**config.mk**
```make
export PLATFORM = sky130hd
export DESIGN_NAME = seven_segment_mux
export DESIGN_NICKNAME = d
export VERILOG_FILES = /design/src/rtl/seven_segment_pkg.sv /design/src/rtl/seven_segment_timebase.sv /design/src/rtl/seven_segment_mux.sv
export SDC_FILE = /design/constraint.sdc
export NUM_CORES = 1
export LEC_CHECK = 0
export ABC_AREA = 1
export CORE_ASPECT_RATIO = 1.1
export CORE_UTILIZATION = 30
export DETAILED_ROUTE_END_ITERATION = 8
export PLACE_DENSITY_LB_ADDON = 0.3
export SLEW_MARGIN = 5
export SYNTH_ARGS = -nofsm -noshare
export SYNTH_HDL_FRONTEND = slang
export SYNTH_SLANG_ARGS = --single-unit
export TNS_END_PERCENT = 1
```
**constraint.sdc**
```tcl
create_clock -name clk -period 2.7 [get_ports clk]
set_input_delay 0.27 -clock clk [delete_from_list [all_inputs] [get_ports clk]]
set_output_delay 0.27 -clock clk [all_outputs]
set_load 0.005 [all_outputs]
```
**src/rtl/seven_segment_pkg.sv**
```systemverilog
// Shared definitions for the multiplexed seven-segment driver:
// the hex font, the all-off segment pattern and the pin polarity helper.
package seven_segment_pkg;

   // Logical (1 = lit) segment pattern of a dark digit.
   localparam logic [6:0] blank_segs = 7'b0000000;

   // Hex digit to logical segments, bit 6 = a down to bit 0 = g.
   function automatic logic [6:0] hex_font(input logic [3:0] hex);
      logic [6:0] segs;
      case (hex)
         4'h0:    segs = 7'b1111110;
         4'h1:    segs = 7'b0110000;
         4'h2:    segs = 7'b1101101;
         4'h3:    segs = 7'b1111001;
         4'h4:    segs = 7'b0110011;
         4'h5:    segs = 7'b1011011;
         4'h6:    segs = 7'b1011111;
         4'h7:    segs = 7'b1110000;
         4'h8:    segs = 7'b1111111;
         4'h9:    segs = 7'b1111011;
         4'hA:    segs = 7'b1110111;
         4'hB:    segs = 7'b0011111;
         4'hC:    segs = 7'b1001110;
         4'hD:    segs = 7'b0111101;
         4'hE:    segs = 7'b1001111;
         default: segs = 7'b1000111;
      endcase
      return segs;
   endfunction

   // Converts logical segments to pin levels for the board's wiring.
   function automatic logic [6:0] apply_seg_polarity(input logic [6:0] lit, input logic active_low);
      return active_low ? ~lit : lit;
   endfunction

endpackage

```
**src/rtl/seven_segment_timebase.sv**
```systemverilog
// Scan timebase: slot prescaler, digit index, frame counter and blink phase.
// frame_end marks the last cycle of a frame (snapshot moment); frame_begin
// follows it by one cycle and is only ever raised by a real frame wrap,
// so the short frame straight after reset has no frame_begin.
module seven_segment_timebase #(
   parameter int n_digits     = 8,
   parameter int refresh_div  = 1024,
   parameter int blink_frames = 64,
   localparam int pcnt_w      = $clog2(refresh_div),
   localparam int idx_w       = $clog2(n_digits),
   localparam int fcnt_w      = $clog2(blink_frames + 1)
) (
   input  logic              clk,
   input  logic              reset,
   output logic [pcnt_w-1:0] pcnt,
   output logic [idx_w-1:0]  idx,
   output logic              blink_phase,
   output logic              frame_end,
   output logic              frame_begin
);

   localparam logic [pcnt_w-1:0] pcnt_last = pcnt_w'(refresh_div - 1);
   localparam logic [idx_w-1:0]  idx_last  = idx_w'(n_digits - 1);
   localparam logic [fcnt_w-1:0] fcnt_last = fcnt_w'(blink_frames - 1);

   logic [fcnt_w-1:0] fcnt;
   logic              slot_end;

   assign slot_end  = (pcnt == pcnt_last);
   assign frame_end = slot_end && (idx == idx_last);

   // Prescaler counts through one digit slot, then the scan moves to the next digit.
   always_ff @(posedge clk or posedge reset) begin
      if (reset) begin
         pcnt <= '0;
         idx  <= '0;
      end else if (slot_end) begin
         pcnt <= '0;
         idx  <= (idx == idx_last) ? '0 : idx + idx_w'(1);
      end else begin
         pcnt <= pcnt + pcnt_w'(1);
      end
   end

   // Frame counter flips the blink phase every blink_frames frames.
   always_ff @(posedge clk or posedge reset) begin
      if (reset) begin
         fcnt        <= '0;
         blink_phase <= 1'b0;
      end else if (frame_end) begin
         if (fcnt == fcnt_last) begin
            fcnt        <= '0;
            blink_phase <= ~blink_phase;
         end else begin
            fcnt <= fcnt + fcnt_w'(1);
         end
      end
   end

   // Marks the first cycle of a frame that followed a wrap from the last digit.
   always_ff @(posedge clk or posedge reset) begin
      if (reset) frame_begin <= 1'b0;
      else       frame_begin <= frame_end;
   end

endmodule

```
**src/rtl/seven_segment_mux.sv**
```systemverilog
// Multiplexed seven-segment driver. Frame data is snapshotted once per frame
// so a whole scan shows one coherent value; each digit slot is then gated by
// brightness PWM, blinking and leading-zero blanking before the output regs.
module seven_segment_mux
   import seven_segment_pkg::*;
#(
   parameter int n_digits         = 8,
   parameter int refresh_div      = 1024,
   parameter int brightness_w     = 3,
   parameter int blink_frames     = 64,
   parameter bit anode_active_low = 1'b1,
   parameter bit seg_active_low   = 1'b1
) (
   input  logic                    clk,
   input  logic                    reset,
   input  logic [4*n_digits-1:0]   num,
   input  logic [n_digits-1:0]     dots,
   input  logic [n_digits-1:0]     blink_mask,
   input  logic                    blank_lz,
   input  logic [brightness_w-1:0] brightness,
   output logic [6:0]              abcdefg,
   output logic                    dot,
   output logic [n_digits-1:0]     anodes,
   output logic                    frame_start
);

   localparam int pcnt_w = $clog2(refresh_div);
   localparam int idx_w  = $clog2(n_digits);
   localparam logic [pcnt_w-1:0] phase_len = pcnt_w'(refresh_div >> brightness_w);

   logic [pcnt_w-1:0]       pcnt;
   logic [idx_w-1:0]        idx;
   logic                    blink_phase;
   logic                    frame_end;
   logic                    frame_begin;

   logic [4*n_digits-1:0]   snap_num;
   logic [n_digits-1:0]     snap_dots;
   logic [n_digits-1:0]     snap_mask;
   logic                    snap_blz;
   logic [brightness_w-1:0] snap_bright;

   logic [3:0]              digit_vals [n_digits];
   logic [n_digits-1:0]     lz_blank;
   logic                    zero_run;
   logic                    on_phase;
   logic                    blink_hidden;
   logic                    lz_hidden;
   logic                    show;
   logic [6:0]              seg_lit;
   logic                    dot_lit;
   logic [n_digits-1:0]     sel;

   seven_segment_timebase #(
      .n_digits    (n_digits),
      .refresh_div (refresh_div),
      .blink_frames(blink_frames)
   ) u_timebase (
      .clk        (clk),
      .reset      (reset),
      .pcnt       (pcnt),
      .idx        (idx),
      .blink_phase(blink_phase),
      .frame_end  (frame_end),
      .frame_begin(frame_begin)
   );

   // Captures all user inputs at the end of each frame for the next one.
   always_ff @(posedge clk or posedge reset) begin
      if (reset) begin
         snap_num    <= '0;
         snap_dots   <= '0;
         snap_mask   <= '0;
         snap_blz    <= 1'b0;
         snap_bright <= '0;
      end else if (frame_end) begin
         snap_num    <= num;
         snap_dots   <= dots;
         snap_mask   <= blink_mask;
         snap_blz    <= blank_lz;
         snap_bright <= brightness;
      end
   end

   // Splits the snapshot into per-digit nibbles for indexed selection.
   always_comb begin
      for (int i = 0; i < n_digits; i++) begin
         digit_vals[i] = snap_num[4*i +: 4];
      end
   end

   // A digit is a leading zero when it and every digit above it are zero; digit 0 is exempt.
   always_comb begin
      lz_blank = '0;
      zero_run = snap_blz;
      for (int i = n_digits - 1; i >= 1; i--) begin
         zero_run    = zero_run && (snap_num[4*i +: 4] == 4'h0);
         lz_blank[i] = zero_run;
      end
   end

   // Decides what the current slot shows; a leading-zero digit keeps its dot.
   always_comb begin
      on_phase     = (pcnt / phase_len) <= pcnt_w'(snap_bright);
      blink_hidden = blink_phase && snap_mask[idx];
      lz_hidden    = lz_blank[idx];
      show         = on_phase && !blink_hidden && (!lz_hidden || snap_dots[idx]);
      seg_lit      = (show && !lz_hidden) ? hex_font(digit_vals[idx]) : blank_segs;
      dot_lit      = show && snap_dots[idx];
      sel          = '0;
      sel[idx]     = show;
   end

   // Registers the pins with board polarity applied; reset forces everything dark.
   always_ff @(posedge clk or posedge reset) begin
      if (reset) begin
         anodes      <= {n_digits{anode_active_low}};
         abcdefg     <= apply_seg_polarity(blank_segs, seg_active_low);
         dot         <= seg_active_low;
         frame_start <= 1'b0;
      end else begin
         anodes      <= sel ^ {n_digits{anode_active_low}};
         abcdefg     <= apply_seg_polarity(seg_lit, seg_active_low);
         dot         <= dot_lit ^ seg_active_low;
         frame_start <= frame_begin;
      end
   end

endmodule

```
==> flow_summary.ini, run 1 <==
[global_route]
grt_pass1_vias = 3819
grt_pass1_wl_mm = 18.66
antenna_found_initial = 0
grt.total_usage_pct = 15.09
grt_max_degree = 55
gr-total-overflow = 0

[logic_synthesis]
synth_ff_type = dfrtp_1
syn_area_um2 = 4556
synth_edf_count = 0
avgSynthCellArea_um2 = 7.964
ys_warn_count = 0
synth-seq-area-share_pct = 50.43
synth_cell_types = 33
synth_nets = 639
async_reset_ff_share_pct = 100.0
ys_ff_latch = 91
synth_cells = 572

[sta]
fmax_ghz = 0.4181
setup_tns_ps = 0
rsz0062_at_grt = no
clock_skew_ps = 6.597
slew_viol_final = 0
final_hold_viol_count = 0
min_period_ps = 2392
worst_pin_slew_ps = 546.9
final.period_utilization_pct = 88.59
slew_headroom_pct = 63.54
fin_ws_ps = 308.1
setup_violations = 0

[detailed_routing]
vias = 3836
wire_per_inst_um = 13.08
first_pass_iters = 5
wl_mm = 10.95
dr.first_iter.drc_count = 254
ant_nets = 0
routed_via_density = 4.583
drc = 0

[cts]
numCtsBuffers = 9
htreeDepth = 3
clock_latency_ps = 350
cts_setup_buffers = 0
cts.path.max_buffers = 2
clockRootBuffer = clkbuf_16
cts_tree = done
path_clk_slew_ps = 60
cts_resized = 0
cts_sinks = 91
hold_buffers = 0

[hold_path]
hold_path.class = in2async

[worst_setup_path]
worstPathArrival_ps = 2640
slowest_stage = dfrtp_1
worstSetupPathType = reg2reg
required_ps = 2950
start_kind = flop
cp_cell_sequence = inv_2 > nand3_1 > nor2_1 > nor2_1 > nand2_1 > nor2_1 > inv_1 > ha_1 > inv_1 > nand3_1 > nand3_1 > nand3_1
r2r_setup_slack_ps = 310
worst-path-max-fanout = 17
critPathMaxStageDelay_ps = 600
cp-startpoint = u_timebase.idx[0]
worstReg2RegStart = u_timebase.idx[0]
end_kind = flop
cp_common_cell = nand3_1

[place]
dp.cells = 823
place.gp.congestion = 0.8851
port_buffers = 70
place_area_um2 = 5454
place_ws_ps = 355.0
dp_hpwl_mm = 8.356

[floorplan]
die_h_um = 131.2
die_w_um = 119.5
boundaryPins = 71
fp-row-count = 46
core-area_um2 = 14620
dieArea_um2 = 15680
start_util_pct = 31.16

[flow_run]
drv_cap = 0

[pwr]
max-vdd-ir-drop_v = 0.0002409
power.density_nw_per_um2 = 459.4
leakagePower_nw = 2.696

[cells_and_area]
area_growth_pct = 25.60
final_util_pct = 39.14
antenna_cells = 0
final_cell_count_no_fill = 837
finalNetCount = 709
drive_gt1_share_pct = 8.062
final_area_um2 = 5722

[outcome]
status = finished clean
==> cell type report <==
class	count	area [um2]
flip-flops and latches	91	2297
multi-input cells	415	1946
well taps	192	240.2
fillers	1512	8897
repair buffers	80	800.8
clock inverters	3	15.01
clock buffers	11	252.7
inverters	45	170.2
==> cell usage in the layout, fill, tap and decap left out, types with 2 or more instances in the layout <==
cell type,netlist,routed
o21ai_1,4,4
clkinv_2,0,4
inv_2,3,3
nand3b_1,5,5
o22ai_1,2,2
dfrtp_1,75,75
dfstp_2,16,16
buf_4,3,8
clkbuf_8,0,2
ha_1,13,13
nand4_1,12,12
buf_12,0,2
nand2_1,219,219
nor3_1,2,2
nand3_1,47,47
o21ai_0,29,29
clkdlybuf4s50_1,0,70
inv_1,41,40
a21oi_1,4,4
xor2_1,6,6
nor2_1,59,59
clkbuf_16,0,9
xnor2_1,2,2
==> kinds of logic after synthesis <==
logic type,synth area share [%]
xor+xnor,1.538
fa+ha+maj,3.571
compound gates,4.861
flops,50.43
simple gates,32.74
buf+inv,6.866
==> worst max-delay path, delay by kind of cell (launching register included) <==
family | cells | cell delay (ps)
fa+ha+maj | 1 | 290
flops | 1 | 600
buf+inv | 3 | 480
simple gates | 8 | 940
==> stage by stage <==
stage	total power [W]	hold WS, ps
after CTS	0.002662	203.7
after global placement	0.001498	339.3
after detailed placement	0.001500	339.4
after floorplan	0.001409	331.2
final	0.002629	201.1
after global routing	0.002738	224.1
==> where the power goes <==
part | internal, W | switching [W] | total [W]
sequential | 0.00136 | 0 | 0.00136
combinational | 0.0000702 | 0.0000367 | 0.000107
clock | 0.000658 | 0.000498 | 0.00116
==> layer usage <==
layer	part of all wire (%)	track usage [%]	up-vias
met5	0	0	-
met4	2.4	7.014	0
li1	-	-	1942
met2	47	23.89	100
met1	46	19.66	1772
met3	4.6	3.082	22
==> flip-flops by register name, summed over array words and instances (netlist names), 3 cells and up <==
signal / flops
abcdefg: 7
anodes: 8
snap_bright: 3
snap_dots: 8
snap_mask: 8
snap_num: 32
u_timebase.fcnt: 7
u_timebase.idx: 3
u_timebase.pcnt: 10
==> final timing paths <==
path,end,cells after the start
min in group clk,frame_start,0
worst max-delay path,abcdefg[3],12
worst max register to register,abcdefg[3],12
worst min register to register,frame_start,0
max in group asynchronous,abcdefg[2],3
worst min-delay path,u_timebase.pcnt[0],2
==> cells in the mapped netlist, types with 2 or more instances <==
library cell | n | area, um2
a21oi_1 | 4 | 20.02
xnor2_1 | 2 | 17.52
buf_4 | 3 | 22.52
dfrtp_1 | 75 | 1877
nor3_1 | 2 | 10.01
buf_2 | 7 | 35.03
inv_2 | 3 | 11.26
ha_1 | 13 | 162.7
o22ai_1 | 2 | 12.51
inv_1 | 41 | 153.9
o21ai_1 | 4 | 20.02
nand4_1 | 12 | 75.07
xor2_1 | 6 | 52.55
clkbuf_1 | 5 | 18.77
nand3b_1 | 5 | 37.54
nand2_1 | 219 | 822.0
nand3_1 | 47 | 235.2
nor2_1 | 59 | 221.5
o21ai_0 | 29 | 145.1
buf_6 | 6 | 67.56
dfstp_2 | 16 | 420.4
Power figures use the tool's default switching activity.
==> run 2, diff against run 1 <==
--- a/config.mk
+++ b/config.mk
@@ -9,7 +9,6 @@
 export CORE_ASPECT_RATIO = 1.1
 export CORE_UTILIZATION = 30
 export DETAILED_ROUTE_END_ITERATION = 8
-export PLACE_DENSITY_LB_ADDON = 0.3
 export SLEW_MARGIN = 5
 export SYNTH_ARGS = -nofsm -noshare
 export SYNTH_HDL_FRONTEND = slang
==> run 2 against run 1 <==
  * Wire length shrank 0.89%
  * Utilization grew 0.18 points
  * Sequential share of layout area shrank 0.18 points
  * Critical endpoint unchanged
  * Register-to-register slack gained 140 ps
  * Critical path depth grew 1
  * Non-clock buffer count is the same
  * Combinational power is essentially flat
  * Largest cell class unchanged
  * Via count grew 0.26%
==> flow_summary.ini, run 2 (same netlist as run 1, synthesis figures left out) <==
[floorplan]
fp-row-count = 46
boundaryPins = 71
die_h_um = 131.2
die_w_um = 119.5
dieArea_um2 = 15680
core-area_um2 = 14620
start_util_pct = 31.16

[sta]
slew_viol_final = 0
clock_skew_ps = 7.066
worst_pin_slew_ps = 611.7
slew_headroom_pct = 59.22
fmax_ghz = 0.4434
setup_violations = 0
final.period_utilization_pct = 83.53
final_hold_viol_count = 0
min_period_ps = 2255
rsz0062_at_grt = no
setup_tns_ps = 0

[cells_and_area]
fillers = 1535
drive_gt1_share_pct = 8.192
finalNetCount = 709
largest_register = snap_num
largest_register_ffs = 32
final_cell_mix = nand2_1 (219), dfrtp_1 (75), clkdlybuf4s50_1 (70), nor2_1 (59), nand3_1 (47)
final_util_pct = 39.32
final_cell_count_no_fill = 839
antenna_cells = 0
area_growth_pct = 26.17
layout_commonest_cell = nand2_1
biggestRegsByFlops = snap_num x32, u_timebase.pcnt x10

[worst_setup_path]
rr_endpoint = abcdefg[3]
cp_cell_sequence = buf_4 > nor2_1 > nand3_1 > nand2_1 > inv_1 > nand2_1 > nor2_1 > inv_1 > ha_1 > inv_1 > nand3_1 > nand3_1 > nand3_1
start_kind = flop
critPathMaxStageDelay_ps = 450
r2r_setup_slack_ps = 440
worst-path-max-fanout = 13
worstReg2RegStart = u_timebase.idx[1]
cp-startpoint = u_timebase.idx[1]
cp_common_cell = nand3_1
worstRegToRegCells = 13
slowest_stage = dfrtp_1
end_kind = flop
required_ps = 2950
worstSetupPathType = reg2reg
worstPathArrival_ps = 2510

[cts]
numCtsBuffers = 9
htreeDepth = 3
cts_resized = 0
path_clk_slew_ps = 60
cts_setup_buffers = 0
cts_tree = done
clock_latency_ps = 350
cts.path.max_buffers = 2
cts_sinks = 91
hold_buffers = 0
clockRootBuffer = clkbuf_16

[global_route]
grt_max_degree = 59
grt.total_usage_pct = 14.78
grt_pass1_vias = 3827
antenna_found_initial = 0
gr-total-overflow = 0
grt_pass1_wl_mm = 18.23

[flow_run]
drv_cap = 0

[pwr]
leakagePower_nw = 2.696
power.density_nw_per_um2 = 460.5
p_int_w = 0.002104
sw_frac_of_total_pct = 20.50
p_seq_share_pct = 51.6
combPwrFrac_pct = 4.0
clock_power_share_pct = 44.4
max-vdd-ir-drop_v = 0.0002939
power_switching_w = 0.0005427

[detailed_routing]
met3_length_um = 535
wire_per_inst_um = 12.94
first_pass_iters = 4
ant_nets = 0
wl_met2_mm = 5.156
highest_layer = met4
routed_via_density = 4.584
wl_mm = 10.85
vias = 3846
wl_met1_mm = 4.823
drc = 0
dr.first_iter.drc_count = 205

[outcome]
status = finished clean

[place]
port_buffers = 70
dp_hpwl_mm = 8.274
place.gp.congestion = 0.8942
dp.cells = 823

[hold_path]
hold_path.class = in2async
[run 2: how the worst max path moves through the flow]
stage	slack (ps)	end	cells past startpoint
after floorplan	90	frame_start	1
after global placement	540	abcdefg[3]	13
after detailed placement	450	abcdefg[3]	13
after CTS	430	abcdefg[3]	13
after global routing	180	abcdefg[3]	12
final	440	abcdefg[3]	13
[run 2: metrics by stage]
step | area [um2] | hold slack, ps | worst slack [ps] | power (W)
after floorplan | 4556 | 331.2 | 92.87 | 0.001409
after global placement | 5466 | 340.1 | 541.6 | 0.001496
after detailed placement | 5466 | 338.0 | 445.9 | 0.001498
after CTS | 5748 | 330.0 | 429.3 | 0.002694
after global routing | 5748 | 369.8 | 179.5 | 0.002742
final | 5748 | 315.6 | 444.8 | 0.002647
[run 2: layout make-up]
type,count,area [um2],area share [%]
clock inverter,4,25.02,0.4354
multi-input combinational,415,1946,33.85
timing repair buffer,80,813.3,14.15
inverter,45,170.2,2.960
clock buffer,12,256.5,4.462
sequential,91,2297,39.97
tap,192,240.2,4.179
[run 2: critical path: cells and delay by family, from the launching register on]
family / cells / cell delay, ps
AND/OR/NAND/NOR: 8 / 920
buffers and inverters: 4 / 510
flip-flops: 1 / 450
adder cells (fa/ha/maj): 1 / 280
[run 2: power by group through the flow]
stage	sequential (W)	combinational, W	clock (W)
global route	0.00136	0.000116	0.00126
floorplan	0.00139	0.0000196	0
detailed placement	0.00139	0.000109	0
CTS	0.00136	0.000109	0.00122
finish	0.00136	0.000106	0.00118
global placement	0.00139	0.000107	0
[run 2: per-layer routing]
metal	vias to the layer above	global-route usage, %
met5	-	0
met4	0	7.569
met3	23	3.255
met2	94	24.12
met1	1781	18.19
li1	1948	-
